$ cat src/rtl/washing_machine_ctrl.sv
// Washer programme FSM with a pausable phase down-counter, rinse loop, door interlock and agitation reversal.
// Outputs are registered and decoded from next state, so they change on the same edge as the state.
module washing_machine_ctrl #(
  parameter int TIMER_W    = 32,
  parameter int FILL_T     = 20,
  parameter int WASH_T     = 60,
  parameter int RINSE_T    = 30,
  parameter int DRAIN_T    = 15,
  parameter int SPIN_T     = 40,
  parameter int NUM_RINSE  = 2,
  parameter int DIR_PERIOD = 10
) (
  input  logic       clk,
  input  logic       reset,
  input  logic       start_pause,
  input  logic [1:0] mode_select,
  input  logic       door_sensor,
  output logic       water_valve,
  output logic       drain_valve,
  output logic       motor,
  output logic [1:0] motor_dir,
  output logic       door_lock,
  output logic [3:0] leds
);

  typedef enum logic [2:0] {
    ST_IDLE,
    ST_FILL,
    ST_WASH,
    ST_DRAIN,
    ST_RINSE,
    ST_SPIN,
    ST_DONE
  } state_e;

  localparam logic [1:0] MODE_QUICK  = 2'b00;
  localparam logic [1:0] MODE_NORMAL = 2'b01;
  localparam logic [1:0] MODE_HEAVY  = 2'b10;
  localparam logic [1:0] MODE_SPIN   = 2'b11;

  localparam logic [1:0] DIR_OFF = 2'b00;
  localparam logic [1:0] DIR_FWD = 2'b01;
  localparam logic [1:0] DIR_REV = 2'b10;

  // Halving a very short wash must still leave at least one cycle of agitation.
  localparam int WASH_QUICK_T = ((WASH_T >> 1) == 0) ? 1 : (WASH_T >> 1);
  localparam int WASH_HEAVY_T = WASH_T << 1;

  localparam int               DIR_W    = (DIR_PERIOD > 1) ? $clog2(DIR_PERIOD) : 1;
  localparam logic [DIR_W-1:0] DIR_LAST = DIR_W'(DIR_PERIOD - 1);

  // Timer reload value on entry to a phase; wash length depends on the latched mode.
  function automatic logic [TIMER_W-1:0] phase_load(input state_e s, input logic [1:0] m);
    logic [TIMER_W-1:0] ld;
    ld = '0;
    case (s)
      ST_FILL:  ld = TIMER_W'(FILL_T - 1);
      ST_WASH: begin
        case (m)
          MODE_QUICK: ld = TIMER_W'(WASH_QUICK_T - 1);
          MODE_HEAVY: ld = TIMER_W'(WASH_HEAVY_T - 1);
          default:    ld = TIMER_W'(WASH_T - 1);
        endcase
      end
      ST_RINSE: ld = TIMER_W'(RINSE_T - 1);
      ST_DRAIN: ld = TIMER_W'(DRAIN_T - 1);
      ST_SPIN:  ld = TIMER_W'(SPIN_T - 1);
      default:  ld = '0;
    endcase
    return ld;
  endfunction

  function automatic logic [3:0] rinses(input logic [1:0] m);
    logic [3:0] n;
    case (m)
      MODE_QUICK:  n = 4'd1;
      MODE_NORMAL: n = 4'(NUM_RINSE);
      MODE_HEAVY:  n = 4'(NUM_RINSE + 1);
      default:     n = 4'd0;
    endcase
    return n;
  endfunction

  state_e             state_q, state_d;
  logic [TIMER_W-1:0] timer_q, timer_d;
  logic               paused_q, paused_d;
  logic               start_pause_q, start_pause_d;
  logic [1:0]         mode_q, mode_d;
  logic [3:0]         rinse_cnt_q, rinse_cnt_d;
  logic               wash_done_q, wash_done_d;
  logic [DIR_W-1:0]   dir_cnt_q, dir_cnt_d;
  logic               dir_rev_q, dir_rev_d;

  logic               water_valve_q, water_valve_d;
  logic               drain_valve_q, drain_valve_d;
  logic               motor_q, motor_d;
  logic [1:0]         motor_dir_q, motor_dir_d;
  logic               door_lock_q, door_lock_d;
  logic [3:0]         leds_q, leds_d;

  logic               btn;
  logic               in_phase_d;
  logic               run_d;

  always_comb begin
    state_d       = state_q;
    timer_d       = timer_q;
    paused_d      = paused_q;
    mode_d        = mode_q;
    rinse_cnt_d   = rinse_cnt_q;
    wash_done_d   = wash_done_q;
    dir_cnt_d     = dir_cnt_q;
    dir_rev_d     = dir_rev_q;
    start_pause_d = start_pause;
    btn           = start_pause & ~start_pause_q;

    case (state_q)
      ST_IDLE: begin
        paused_d = 1'b0;
        if (btn && !door_sensor) begin
          mode_d      = mode_select;
          rinse_cnt_d = rinses(mode_select);
          wash_done_d = 1'b0;
          state_d     = (mode_select == MODE_SPIN) ? ST_DRAIN : ST_FILL;
        end
      end
      ST_DONE: begin
        paused_d = 1'b0;
        if (btn) state_d = ST_IDLE;
      end
      default: begin
        // An open door always wins over the button, so it can never be used to resume.
        if (door_sensor) paused_d = 1'b1;
        else if (btn)    paused_d = ~paused_q;

        // Counters advance only on edges after which the machine is running,
        // which keeps each phase at exactly its duration of active cycles.
        if (!paused_d) begin
          if (timer_q == '0) begin
            case (state_q)
              ST_FILL: begin
                state_d     = wash_done_q ? ST_RINSE : ST_WASH;
                wash_done_d = 1'b1;
              end
              ST_WASH, ST_RINSE: state_d = ST_DRAIN;
              ST_DRAIN: begin
                if (rinse_cnt_q != 4'd0) begin
                  state_d     = ST_FILL;
                  rinse_cnt_d = rinse_cnt_q - 4'd1;
                end else begin
                  state_d = ST_SPIN;
                end
              end
              default: state_d = ST_DONE;
            endcase
          end else begin
            timer_d = timer_q - TIMER_W'(1);
            if (state_q == ST_WASH || state_q == ST_RINSE) begin
              if (dir_cnt_q == DIR_LAST) begin
                dir_cnt_d = '0;
                dir_rev_d = ~dir_rev_q;
              end else begin
                dir_cnt_d = dir_cnt_q + DIR_W'(1);
              end
            end
          end
        end
      end
    endcase

    if (state_d != state_q) begin
      timer_d   = phase_load(state_d, mode_d);
      dir_cnt_d = '0;
      dir_rev_d = 1'b0;
    end

    in_phase_d    = (state_d != ST_IDLE) && (state_d != ST_DONE);
    run_d         = in_phase_d && !paused_d;
    water_valve_d = run_d && (state_d == ST_FILL);
    drain_valve_d = run_d && (state_d == ST_DRAIN || state_d == ST_SPIN);
    motor_d       = run_d && (state_d == ST_WASH || state_d == ST_RINSE || state_d == ST_SPIN);
    motor_dir_d   = DIR_OFF;
    if (motor_d) begin
      if (state_d == ST_SPIN) motor_dir_d = DIR_FWD;
      else                    motor_dir_d = dir_rev_d ? DIR_REV : DIR_FWD;
    end
    door_lock_d = in_phase_d;
    leds_d      = {state_d == ST_DONE, paused_d, run_d, door_lock_d};
  end

  always_ff @(posedge clk or negedge reset) begin
    if (!reset) begin
      state_q       <= ST_IDLE;
      timer_q       <= '0;
      paused_q      <= 1'b0;
      start_pause_q <= 1'b0;
      mode_q        <= MODE_QUICK;
      rinse_cnt_q   <= 4'd0;
      wash_done_q   <= 1'b0;
      dir_cnt_q     <= '0;
      dir_rev_q     <= 1'b0;
      water_valve_q <= 1'b0;
      drain_valve_q <= 1'b0;
      motor_q       <= 1'b0;
      motor_dir_q   <= DIR_OFF;
      door_lock_q   <= 1'b0;
      leds_q        <= 4'd0;
    end else begin
      state_q       <= state_d;
      timer_q       <= timer_d;
      paused_q      <= paused_d;
      start_pause_q <= start_pause_d;
      mode_q        <= mode_d;
      rinse_cnt_q   <= rinse_cnt_d;
      wash_done_q   <= wash_done_d;
      dir_cnt_q     <= dir_cnt_d;
      dir_rev_q     <= dir_rev_d;
      water_valve_q <= water_valve_d;
      drain_valve_q <= drain_valve_d;
      motor_q       <= motor_d;
      motor_dir_q   <= motor_dir_d;
      door_lock_q   <= door_lock_d;
      leds_q        <= leds_d;
    end
  end

  assign water_valve = water_valve_q;
  assign drain_valve = drain_valve_q;
  assign motor       = motor_q;
  assign motor_dir   = motor_dir_q;
  assign door_lock   = door_lock_q;
  assign leds        = leds_q;

endmodule

$ cat config.mk
export PLATFORM = sky130hd
export DESIGN_NAME = washing_machine_ctrl
export DESIGN_NICKNAME = d
export VERILOG_FILES = /design/src/rtl/washing_machine_ctrl.sv
export SDC_FILE = /design/constraint.sdc
export NUM_CORES = 1
export LEC_CHECK = 0
export ABC_CLOCK_PERIOD_IN_PS = 2970
export BUFFER_PORTS_ARGS = -buffer_cell sky130_fd_sc_hd__clkbuf_2
export CAP_MARGIN = 0
export CORE_AREA = 3 3 75 112
export DETAILED_ROUTE_END_ITERATION = 6
export DIE_AREA = 0 0 78 115
export GPL_TIMING_DRIVEN = 0
export PLACE_DENSITY = 0.67
export SYNTH_ARGS = -nofsm -noshare
export SYNTH_HDL_FRONTEND = slang
export SYNTH_SLANG_ARGS = --single-unit
$ cat constraint.sdc
create_clock -name clk -period 2.97 [get_ports clk]
set_clock_uncertainty 0.1 [all_clocks]
set_input_delay 0.594 -clock clk [delete_from_list [all_inputs] [get_ports clk]]
set_output_delay 0.594 -clock clk [all_outputs]
set_load 0.01 [all_outputs]
==> results of run 1 <==
[logic make-up after synthesis]
kind of cell,synth area share (%)
compound gates,10.75
buf+inv,4.675
mux,1.987
fa+ha+maj,3.506
xor+xnor,8.181
flops,44.41
simple gates,26.49
[per-layer routing]
layer / vias up / GRT usage (%) / share of wire (%) / wire [µm]
met5: - / 0 / 0 / 0
met4: 0 / 10.04 / 3.5 / 257
met3: 18 / 4.232 / 3.6 / 260
met2: 59 / 32.61 / 55 / 4033
met1: 1305 / 17.62 / 38 / 2759
li1: 1296 / - / - / -
[final timing paths]
check,from,end,slack [ps]
hold / removal,reset,timer_q[7],250
min in group clk,start_pause,start_pause_q,290
max in group asynchronous,reset,rinse_cnt_q[3],1990
setup reg to reg,timer_q[13],timer_q[2],-130
hold reg to reg,mode_q[1],mode_q[1],430
setup / recovery,timer_q[13],timer_q[2],-130
[stage by stage]
step                power, mW  setup WS [ps]  cell area, µm²  hold WS [ps]
floorplan               1.818          21.23            3212         198.4
global placement        1.982         -710.1            3415         414.0
detailed placement      2.021         -712.7            3417         416.4
CTS                     3.304         -62.38            3971         285.7
global route            3.625         -223.1            4151         300.0
finish                  3.407         -132.5            4151         251.7
[repair_timing]
item                       CTS  global route
cloned                       2             0
setup endpoints to repair   47            46
gates resized for setup     25            29
hold endpoints to repair     0             0
pin swaps                   12            17
buffers inserted            17            10
[cells in the mapped netlist, types with 4 or more instances]
| master | count | area (µm²) |
|---|---|---|
| buf_2 | 6 | 30.03 |
| or4_4 | 4 | 45.04 |
| nor4_1 | 6 | 37.54 |
| xor2_1 | 13 | 113.9 |
| inv_1 | 13 | 48.80 |
| nor3_1 | 22 | 110.1 |
| o21ai_0 | 15 | 75.07 |
| nand3_1 | 6 | 30.03 |
| clkbuf_1 | 5 | 18.77 |
| nand2_1 | 20 | 75.07 |
| a31oi_1 | 4 | 25.02 |
| nor3_2 | 4 | 40.04 |
| nor2_1 | 59 | 221.5 |
| ha_1 | 9 | 112.6 |
| dfrtp_1 | 57 | 1426 |
| or4_1 | 6 | 45.04 |
| nand2b_1 | 6 | 37.54 |
| nor2b_1 | 4 | 25.02 |
| or3_1 | 8 | 50.05 |
| xnor2_1 | 17 | 148.9 |
| a21oi_1 | 18 | 90.09 |
[flip-flops by register name (all words and copies together), names as in the netlist]
register       cells
start_pause_q      1
water_valve        1
state_q            3
rinse_cnt_q        4
dir_rev_q          1
motor              1
timer_q           32
leds               4
drain_valve        1
dir_cnt_q          4
motor_dir          2
mode_q             2
wash_done_q        1
[area by class of cell]
class / count / area (µm²) / share of cell area, %
Buffer: 14 / 123.9 / 2.984
Inverter: 15 / 56.30 / 1.356
Timing Repair Buffer: 43 / 304.0 / 7.324
Tap cell: 102 / 127.6 / 3.074
Sequential cell: 57 / 1426 / 34.36
Clock buffer: 13 / 270.3 / 6.510
Clock inverter: 2 / 60.06 / 1.447
Multi-Input combinational cell: 259 / 1783 / 42.95
[power by group through the flow]
stage	registers, mW	logic, mW	clock network, mW
2_1_floorplan	1.15	0.673	0
3_3_place_gp	1.18	0.804	0
3_5_place_dp	1.19	0.828	0
4_1_cts	1.17	0.980	1.15
5_1_grt	1.21	1.23	1.19
6_report	1.18	1.09	1.14
==> metrics.md, run 1 <==
| Metric | Value |
|---|---|
| Outcome | `complete, but fails checks` |
| Failing checks | `setup timing` |
| Slew headroom | `48.45%` |
| GP Congestion | `0.7963` |
| Syn Inst Count | `347` |
| Core Box Area | `0.007612 mm²` |
| Internal | `2.326 mW` |
| Crit Path Class | `reg2reg` |
| Clock root buffer | `clkbuf_16` |
| Worst path depth | `10` |
| # IOs | `16` |
| Hold_buf cts | `0` |
| Critical path peak fanout | `7` |
| N_diodes | `0` |
| Initial Utilization | `42.19%` |
| Congestion Overflow GR | `0` |
| Die height | `115 µm` |
| Slowest-stage cell, CP | `or4_4` |
| Die area | `0.008970 mm²` |
| Crit end category | `register` |
| Seq/Total Area, Yosys | `44.41%` |
| FFs w/ async S/R, synth | `100.0%` |
| Post-DP HPWL | `4697 µm` |
| Switch Pwr | `1.081 mW` |
| Post-synth EDFFs | `0` |
| Critical path's largest stage delay | `580 ps` |
| Vias in the first global route | `2745` |
| Clock Pin Slew Worst Setup and Hold Paths | `50 ps` |
| Later-pin clock latency in the skew report | `330 ps` |
| First-pass GRT wire length | `12350 µm` |
| Worst hold path type | `in2async` |
| Drt pass-1 iters | `5` |
| Cell Chain, Critical Path | `or4_4 > or4_4 > or4_4 > nor2_4 > a211oi_4 > buf_6 > buf_4 > nor2_4 > o21ai_0 > a31oi_1` |
| Share of cells above drive strength 1 | `27.54%` |
| Type of origin of the critical path | `register` |
| Fin util | `54.54%` |
| Initial antenna violation count | `0` |
| Htree depth | `3` |
| 1st-iter DRT viols | `125` |
| Crit share post-route | `104.5%` |
| DRT antenna net count | `0` |
| CTS tree | `done` |
| Cell family with most CP delay | `simple AND/OR/NAND/NOR gates` |
| CTS buffer count | `9` |
| Tmin final | `3102 ps` |
| Post-Place Cells | `464` |
| Sink Count | `57` |
| Unrepaired setup endpoints after global routing | `yes` |
| Post-synthesis cell type count | `52` |
| Clock share of power | `33.4%` |
| Ys flop type | `dfrtp_1` |
| Slew Limit Fails | `0` |
| Syn Area/Cell | `9.256 µm²` |
| Hold Fails Final Rpt | `0` |
| Power Dens Cells | `820.7 mW/mm²` |
| Fillers | `679` |
| Setup Viol. Count Final | `27` |
| Post-Syn Area | `0.003212 mm²` |
| Worst endpoint required time | `3130 ps` |
| Worst-Margin Slew | `773.3 ps` |
| I/O Buffers | `15` |
| Final Non-Filler Cells | `505` |
| R2R depth | `10` |
| Net Sw Frac | `31.72%` |
| LEAKAGE | `1.877 nW` |
| CTS max path bufs | `2` |
| Row cnt | `39` |
| Post-Syn Nets | `362` |
| Die X-Extent | `78 µm` |
| Most frequent cells in the layout | `58 x nor2_1, 57 x dfrtp_1, 24 x buf_4` |
| Max-cap viol count | `0` |
| Setup ws final | `-132.5 ps` |
| Worst IR drop on VDD | `508.8 µV` |
| Fin nets | `414` |
| Most common cell after layout, fill and taps aside | `nor2_1` |
| Routed wire length | `7309 µm` |
| Setup TNS | `-1158 ps` |
| Total GRT Usage | `17.53%` |
| Vias | `2678` |
| Via density | `5.303` |
| Area growth syn-to-layout | `29.26%` |
| Yosys reg bits | `57` |
| Worst path arrival time | `3260 ps` |
| Max frequency | `322.3 MHz` |
| Seq pwr share | `34.5%` |
| Most used cell, CP | `or4_4` |
| Routed WL per cell | `14.47 µm` |
| DRC viols | `0` |
| Sum of buffers and inverters on the critical path | `2` |
| Largest net degree at the start of global routing | `58` |
| Yosys warning count | `0` |
| Combinational power share | `32.1%` |
No activity file was read; power rests on OpenSTA's default activity.
==> inputs of run 2 (changes only) <==
--- a/config.mk
+++ b/config.mk
@@ -13,6 +13,7 @@
 export DIE_AREA = 0 0 78 115
 export GPL_TIMING_DRIVEN = 0
 export PLACE_DENSITY = 0.67
+export SETUP_SLACK_MARGIN = 0.1
 export SYNTH_ARGS = -nofsm -noshare
 export SYNTH_HDL_FRONTEND = slang
 export SYNTH_SLANG_ARGS = --single-unit
==> constraint.sdc (replaced) <==
create_clock -name clk -period 2.97 [get_ports clk]
set_clock_uncertainty 0.1 [all_clocks]
set_input_delay 0.297 -clock clk [delete_from_list [all_inputs] [get_ports clk]]
set_output_delay 0.297 -clock clk [all_outputs]
set_load 0.01 [all_outputs]
==> metrics.md, run 2 (synthesized netlist as in run 1, its figures left out) <==
| Metric | Value |
|---|---|
| Tmin final | `3095 ps` |
| Later-pin clock latency in the skew report | `330 ps` |
| Drt pass-1 iters | `4` |
| Max frequency | `323.1 MHz` |
| Worst R2R End | `motor_dir[0]` |
| Crit end category | `register` |
| Max FFs per register | `32` |
| Routed WL per cell | `16.25 µm` |
| Worst hold path type | `in2async` |
| Share of cells above drive strength 1 | `40.63%` |
| Vias in the first global route | `2885` |
| Congestion Overflow GR | `0` |
| LEAKAGE | `1.933 nW` |
| Sum of buffers and inverters on the critical path | `2` |
| Outcome | `complete, but fails checks` |
| Routed wire length | `8419 µm` |
| Hold_buf cts | `0` |
| Slowest-stage cell, CP | `or4_4` |
| Net Sw Frac | `35.41%` |
| R2R depth | `9` |
| Slew Limit Fails | `0` |
| CTS tree | `done` |
| Max-cap viol count | `0` |
| Unrepaired setup endpoints after global routing | `yes` |
| Crit Path Class | `reg2reg` |
| Most frequent cells in the layout | `56 x dfrtp_1, 34 x nor2_1, 29 x buf_4` |
| Seq pwr share | `34.8%` |
| First-pass GRT wire length | `13340 µm` |
| Area growth syn-to-layout | `40.55%` |
| Most used cell, CP | `or4_4` |
| Setup ws final | `-124.8 ps` |
| Clock root buffer | `clkbuf_16` |
| DRC viols | `0` |
| Worst path arrival time | `3240 ps` |
| Die area | `0.008970 mm²` |
| Combinational power share | `37.4%` |
| Critical path's largest stage delay | `560 ps` |
| GP Congestion | `0.7932` |
| N_diodes | `0` |
| # IOs | `16` |
| Via density | `5.396` |
| Reg-to-reg slack, setup | `-120 ps` |
| Die X-Extent | `78 µm` |
| Worst IR drop on VDD | `599.1 µV` |
| Cell family with most CP delay | `simple AND/OR/NAND/NOR gates` |
| Min Hold Slack | `-34.09 ps` |
| Fin nets | `426` |
| CTS max path bufs | `2` |
| Area of the multi-input gates | `0.002018 mm²` |
| Worst endpoint required time | `3120 ps` |
| Critical path peak fanout | `6` |
| Largest net degree at the start of global routing | `58` |
| I/O Buffers | `15` |
| Most common cell after layout, fill and taps aside | `dfrtp_1` |
| Row cnt | `39` |
| Sink Count | `57` |
| Worst-Margin Slew | `780.3 ps` |
| Type of origin of the critical path | `register` |
| Internal | `2.215 mW` |
| Core Box Area | `0.007612 mm²` |
| Clock Pin Slew Worst Setup and Hold Paths | `50 ps` |
| Die height | `115 µm` |
| Switch Pwr | `1.214 mW` |
| Initial antenna violation count | `0` |
| Most flop-heavy register | `timer_q` |
| Vias | `2795` |
| Hold Fails Final Rpt | `55` |
| Clock share of power | `27.9%` |
| Power Dens Cells | `759.6 mW/mm²` |
| Post-Layout Inst Area | `0.004514 mm²` |
| Cell Chain, Critical Path | `or4_4 > or4_4 > nor4_4 > buf_4 > a21oi_4 > a211oi_4 > and2_4 > inv_2 > a211oi_2` |
| DRT antenna net count | `0` |
| FF+latch area | `0.001428 mm²` |
| Htree depth | `3` |
| CTS buffer count | `9` |
| Post-DP HPWL | `4723 µm` |
| Reg-to-Reg Start | `timer_q[13]` |
| Total GRT Usage | `19.08%` |
| Initial Utilization | `42.19%` |
| Slew headroom | `47.98%` |
| Failing checks | `hold timing, setup timing` |
| Fillers | `611` |
| Setup Viol. Count Final | `43` |
| Placed Instance Area | `0.003421 mm²` |
| 1st-iter DRT viols | `106` |
| Crit share post-route | `104.2%` |
[run 2: worst max path at each step]
stage	from	to	slack [ps]	depth (start not counted)
global route	timer_q[15]	timer_q[4]	-220	10
finish	timer_q[13]	motor_dir[0]	-120	9
CTS	timer_q[4]	motor_dir[0]	-80	10
floorplan	timer_q[4]	timer_q[5]	20	9
global placement	timer_q[20]	timer_q[23]	-390	8
detailed placement	timer_q[20]	timer_q[31]	-480	8
[run 2: through the flow]
step           worst slack [ps]  util, %  total power, mW  instances  TNS, ps
6_report                 -124.8    59.30            3.429        518    -1653
5_1_grt                  -224.4    59.30            3.626        518    -5248
4_1_cts                  -81.20    55.46            3.240        508   -710.6
3_5_place_dp             -479.2    44.94            2.027        464    -9218
3_3_place_gp             -391.1    44.90            1.989        464    -7799
2_1_floorplan             22.87        -            1.824        347        0
[run 2: cell type report]
type	count	area share [%]
Inverter	15	1.247
Timing Repair Buffer	53	9.479
Clock buffer	11	5.599
Multi-Input combinational cell	259	44.71
Tap cell	102	2.827
Buffer	16	3.853
Sequential cell	57	31.62
Clock inverter	5	0.6652
[run 2: metal layers]
| layer | up-vias | share of wire (%) | wire [µm] | track usage [%] |
|---|---|---|---|---|
| met2 | 50 | 57 | 4792 | 36.44 |
| met3 | 23 | 2.9 | 247 | 4.075 |
| met4 | 0 | 3.2 | 273 | 9.102 |
| met1 | 1398 | 37 | 3106 | 19.47 |
| li1 | 1324 | - | - | - |
| met5 | - | 0 | 0 | 0 |
[run 2: power by group through the flow]
| stage | logic, mW | registers [mW] | clock network [mW] |
|---|---|---|---|
| 2_1_floorplan | 0.677 | 1.15 | 0 |
| 5_1_grt | 1.41 | 1.22 | 1.00 |
| 3_3_place_gp | 0.810 | 1.18 | 0 |
| 3_5_place_dp | 0.838 | 1.19 | 0 |
| 6_report | 1.28 | 1.19 | 0.956 |
| 4_1_cts | 1.10 | 1.17 | 0.968 |
[run 2: what timing repair did]
item / in CTS / in global routing
setup buffers: 23 / 10
cloned: 5 / 0
endpoints found under the setup margin: 49 / 49
pin swaps: 39 / 16
resized for setup: 84 / 55
==> inputs of run 3 (changes only) <==
--- a/config.mk
+++ b/config.mk
@@ -8,11 +8,14 @@
 export ABC_CLOCK_PERIOD_IN_PS = 2970
 export BUFFER_PORTS_ARGS = -buffer_cell sky130_fd_sc_hd__clkbuf_2
 export CAP_MARGIN = 0
+export CELL_PAD_IN_SITES_DETAIL_PLACEMENT = 1
+export CELL_PAD_IN_SITES_GLOBAL_PLACEMENT = 1
 export CORE_AREA = 3 3 75 112
+export CTS_CLUSTER_DIAMETER = 50
 export DETAILED_ROUTE_END_ITERATION = 6
 export DIE_AREA = 0 0 78 115
 export GPL_TIMING_DRIVEN = 0
-export PLACE_DENSITY = 0.67
+export PLACE_DENSITY = 0.8
 export SETUP_SLACK_MARGIN = 0.1
 export SYNTH_ARGS = -nofsm -noshare
 export SYNTH_HDL_FRONTEND = slang
==> metrics.md, run 3 (synthesized netlist as in run 1, its figures left out) <==
| Metric | Value |
|---|---|
| Net Sw Frac | `39.90%` |
| Clock share of power | `26.1%` |
| Congestion Overflow GR | `0` |
| Crit share post-route | `108.0%` |
| Drt pass-1 iters | `4` |
| Sink Count | `57` |
| Die X-Extent | `78 µm` |
| Slew Limit Fails | `0` |
| Failing checks | `hold timing, setup timing` |
| Most common cell after layout, fill and taps aside | `dfrtp_1` |
| Min Hold Slack | `-22.53 ps` |
| Met3 Wirelength | `595 µm` |
| Routed wire length | `14320 µm` |
| Clock root buffer | `clkbuf_16` |
| Tmin final | `3208 ps` |
| # IOs | `16` |
| Core Box Area | `0.007612 mm²` |
| Combinational power share | `40.9%` |
| Seq pwr share | `33.0%` |
| Setup Viol. Count Final | `49` |
| DRT antenna net count | `0` |
| DRC viols | `0` |
| Final Non-Filler Cells | `526` |
| Critical path peak fanout | `5` |
| First-pass GRT wire length | `18740 µm` |
| Post-Place Cells | `464` |
| Htree depth | `3` |
| Met2 wire length | `7548 µm` |
| Internal | `2.289 mW` |
| Die area | `0.008970 mm²` |
| N_diodes | `0` |
| Die height | `115 µm` |
| Max frequency | `311.7 MHz` |
| Clock Pin Slew Worst Setup and Hold Paths | `50 ps` |
| Switch Pwr | `1.520 mW` |
| Row cnt | `39` |
| Worst hold path type | `in2async` |
| Area growth syn-to-layout | `48.66%` |
| Worst-Margin Slew | `821.4 ps` |
| 1st-iter DRT viols | `189` |
| Vias | `3205` |
| Fin nets | `434` |
| Initial antenna violation count | `0` |
| Slew headroom | `45.24%` |
| Largest net degree at the start of global routing | `58` |
| Max FFs per register | `32` |
| Max Used Layer | `met4` |
| Most frequent cells in the layout | `57 x dfrtp_1, 38 x nor2_1, 27 x buf_4` |
| GP Congestion | `0.8397` |
| Later-pin clock latency in the skew report | `340 ps` |
| Crit Path Class | `reg2reg` |
| Routed WL per cell | `27.22 µm` |
| Max-cap viol count | `0` |
| Via density | `6.093` |
| Worst IR drop on VDD | `478.6 µV` |
| Post-DP HPWL | `5497 µm` |
| Worst path arrival time | `3350 ps` |
| DRT met1 WL | `5246 µm` |
| Outcome | `complete, but fails checks` |
| Type of origin of the critical path | `register` |
| Hold Fails Final Rpt | `31` |
| CTS max path bufs | `2` |
| Unrepaired setup endpoints after global routing | `yes` |
| Hold_buf cts | `0` |
| LEAKAGE | `2.079 nW` |
| Power Dens Cells | `797.8 mW/mm²` |
| Worst endpoint required time | `3120 ps` |
| Initial Utilization | `42.19%` |
| Most flop-heavy register | `timer_q` |
| Vias in the first global route | `3449` |
| Setup ws final | `-237.7 ps` |
| CTS tree | `done` |
| Share of cells above drive strength 1 | `44.81%` |
| CTS buffer count | `9` |
| I/O Buffers | `15` |
| Total GRT Usage | `27.66%` |
| Crit end category | `register` |
[run 3: cell types whose count changed in the layout (fill, tap and decap cells not counted), sizes merged]
cell / delta
buf: +8
clkbuf: +3
clkinv: -2
clkinvlp: -1
[run 3: timing repair]
| action | CTS | global route |
|---|---|---|
| setup endpoints to repair | 50 | 50 |
| resized for setup | 111 | 61 |
| setup buffers | 28 | 14 |
| pin swaps | 42 | 30 |
| gates cloned | 5 | 0 |
[run 3: metrics by stage]
stage	utilization, %	setup WS [ps]	area [µm²]	power, mW	TNS (ps)
after global placement	44.90	-477.3	3418	1.994	-9200
after floorplan	-	22.87	3216	1.824	0
after CTS	57.53	-93.49	4379	3.292	-1264
after global routing	62.72	-313.3	4775	3.946	-8289
final	62.72	-237.7	4775	3.809	-5346
after detailed placement	44.94	-502.3	3421	2.063	-11010
[run 3: worst max-delay path, stage by stage, from the launching register on]
cell and delay, ps:
dfrtp_1 390, or4_4 560, or4_4 440, buf_8 150
nor4_4 310, a21oi_2 130, a211oi_4 450, buf_6 190
nand2b_4 140, nand2_4 80, a21oi_2 180
[run 3: metal layers]
metal / vias up / track usage (%)
met5: - / 0
met4: 0 / 18.09
met3: 68 / 5.408
met2: 134 / 51.09
met1: 1652 / 27.96
li1: 1351 / -
[run 3: worst paths after layout]
| path | slack, ps | startpoint | endpoint | cells past startpoint |
|---|---|---|---|---|
| setup / recovery | -240 | timer_q[4] | leds[1] | 10 |
| setup reg to reg | -240 | timer_q[4] | leds[1] | 10 |
| hold reg to reg | 470 | timer_q[19] | timer_q[19] | 2 |
| max in group asynchronous | 2250 | reset | start_pause_q | 1 |
| hold / removal | -20 | reset | motor | 1 |
| min in group clk | 20 | start_pause | start_pause_q | 1 |
[run 3: area by class of cell]
| type | instances | area (µm²) |
|---|---|---|
| fillers | 797 | 2838 |
| multi-input cells | 259 | 2187 |
| flip-flops and latches | 57 | 1426 |
| repair buffers | 62 | 545.5 |
| clock buffers | 14 | 264.0 |
| plain buffers | 15 | 150.1 |
| well taps | 102 | 127.6 |
| inverters | 15 | 61.31 |
| clock inverters | 2 | 12.51 |
[run 3: power by group through the flow]
stage,logic (mW),clock network [mW],registers [mW]
finish,1.56,0.993,1.26
global route,1.65,1.03,1.27
CTS,1.13,0.965,1.19
detailed placement,0.862,0,1.20
global placement,0.814,0,1.18
floorplan,0.677,0,1.15
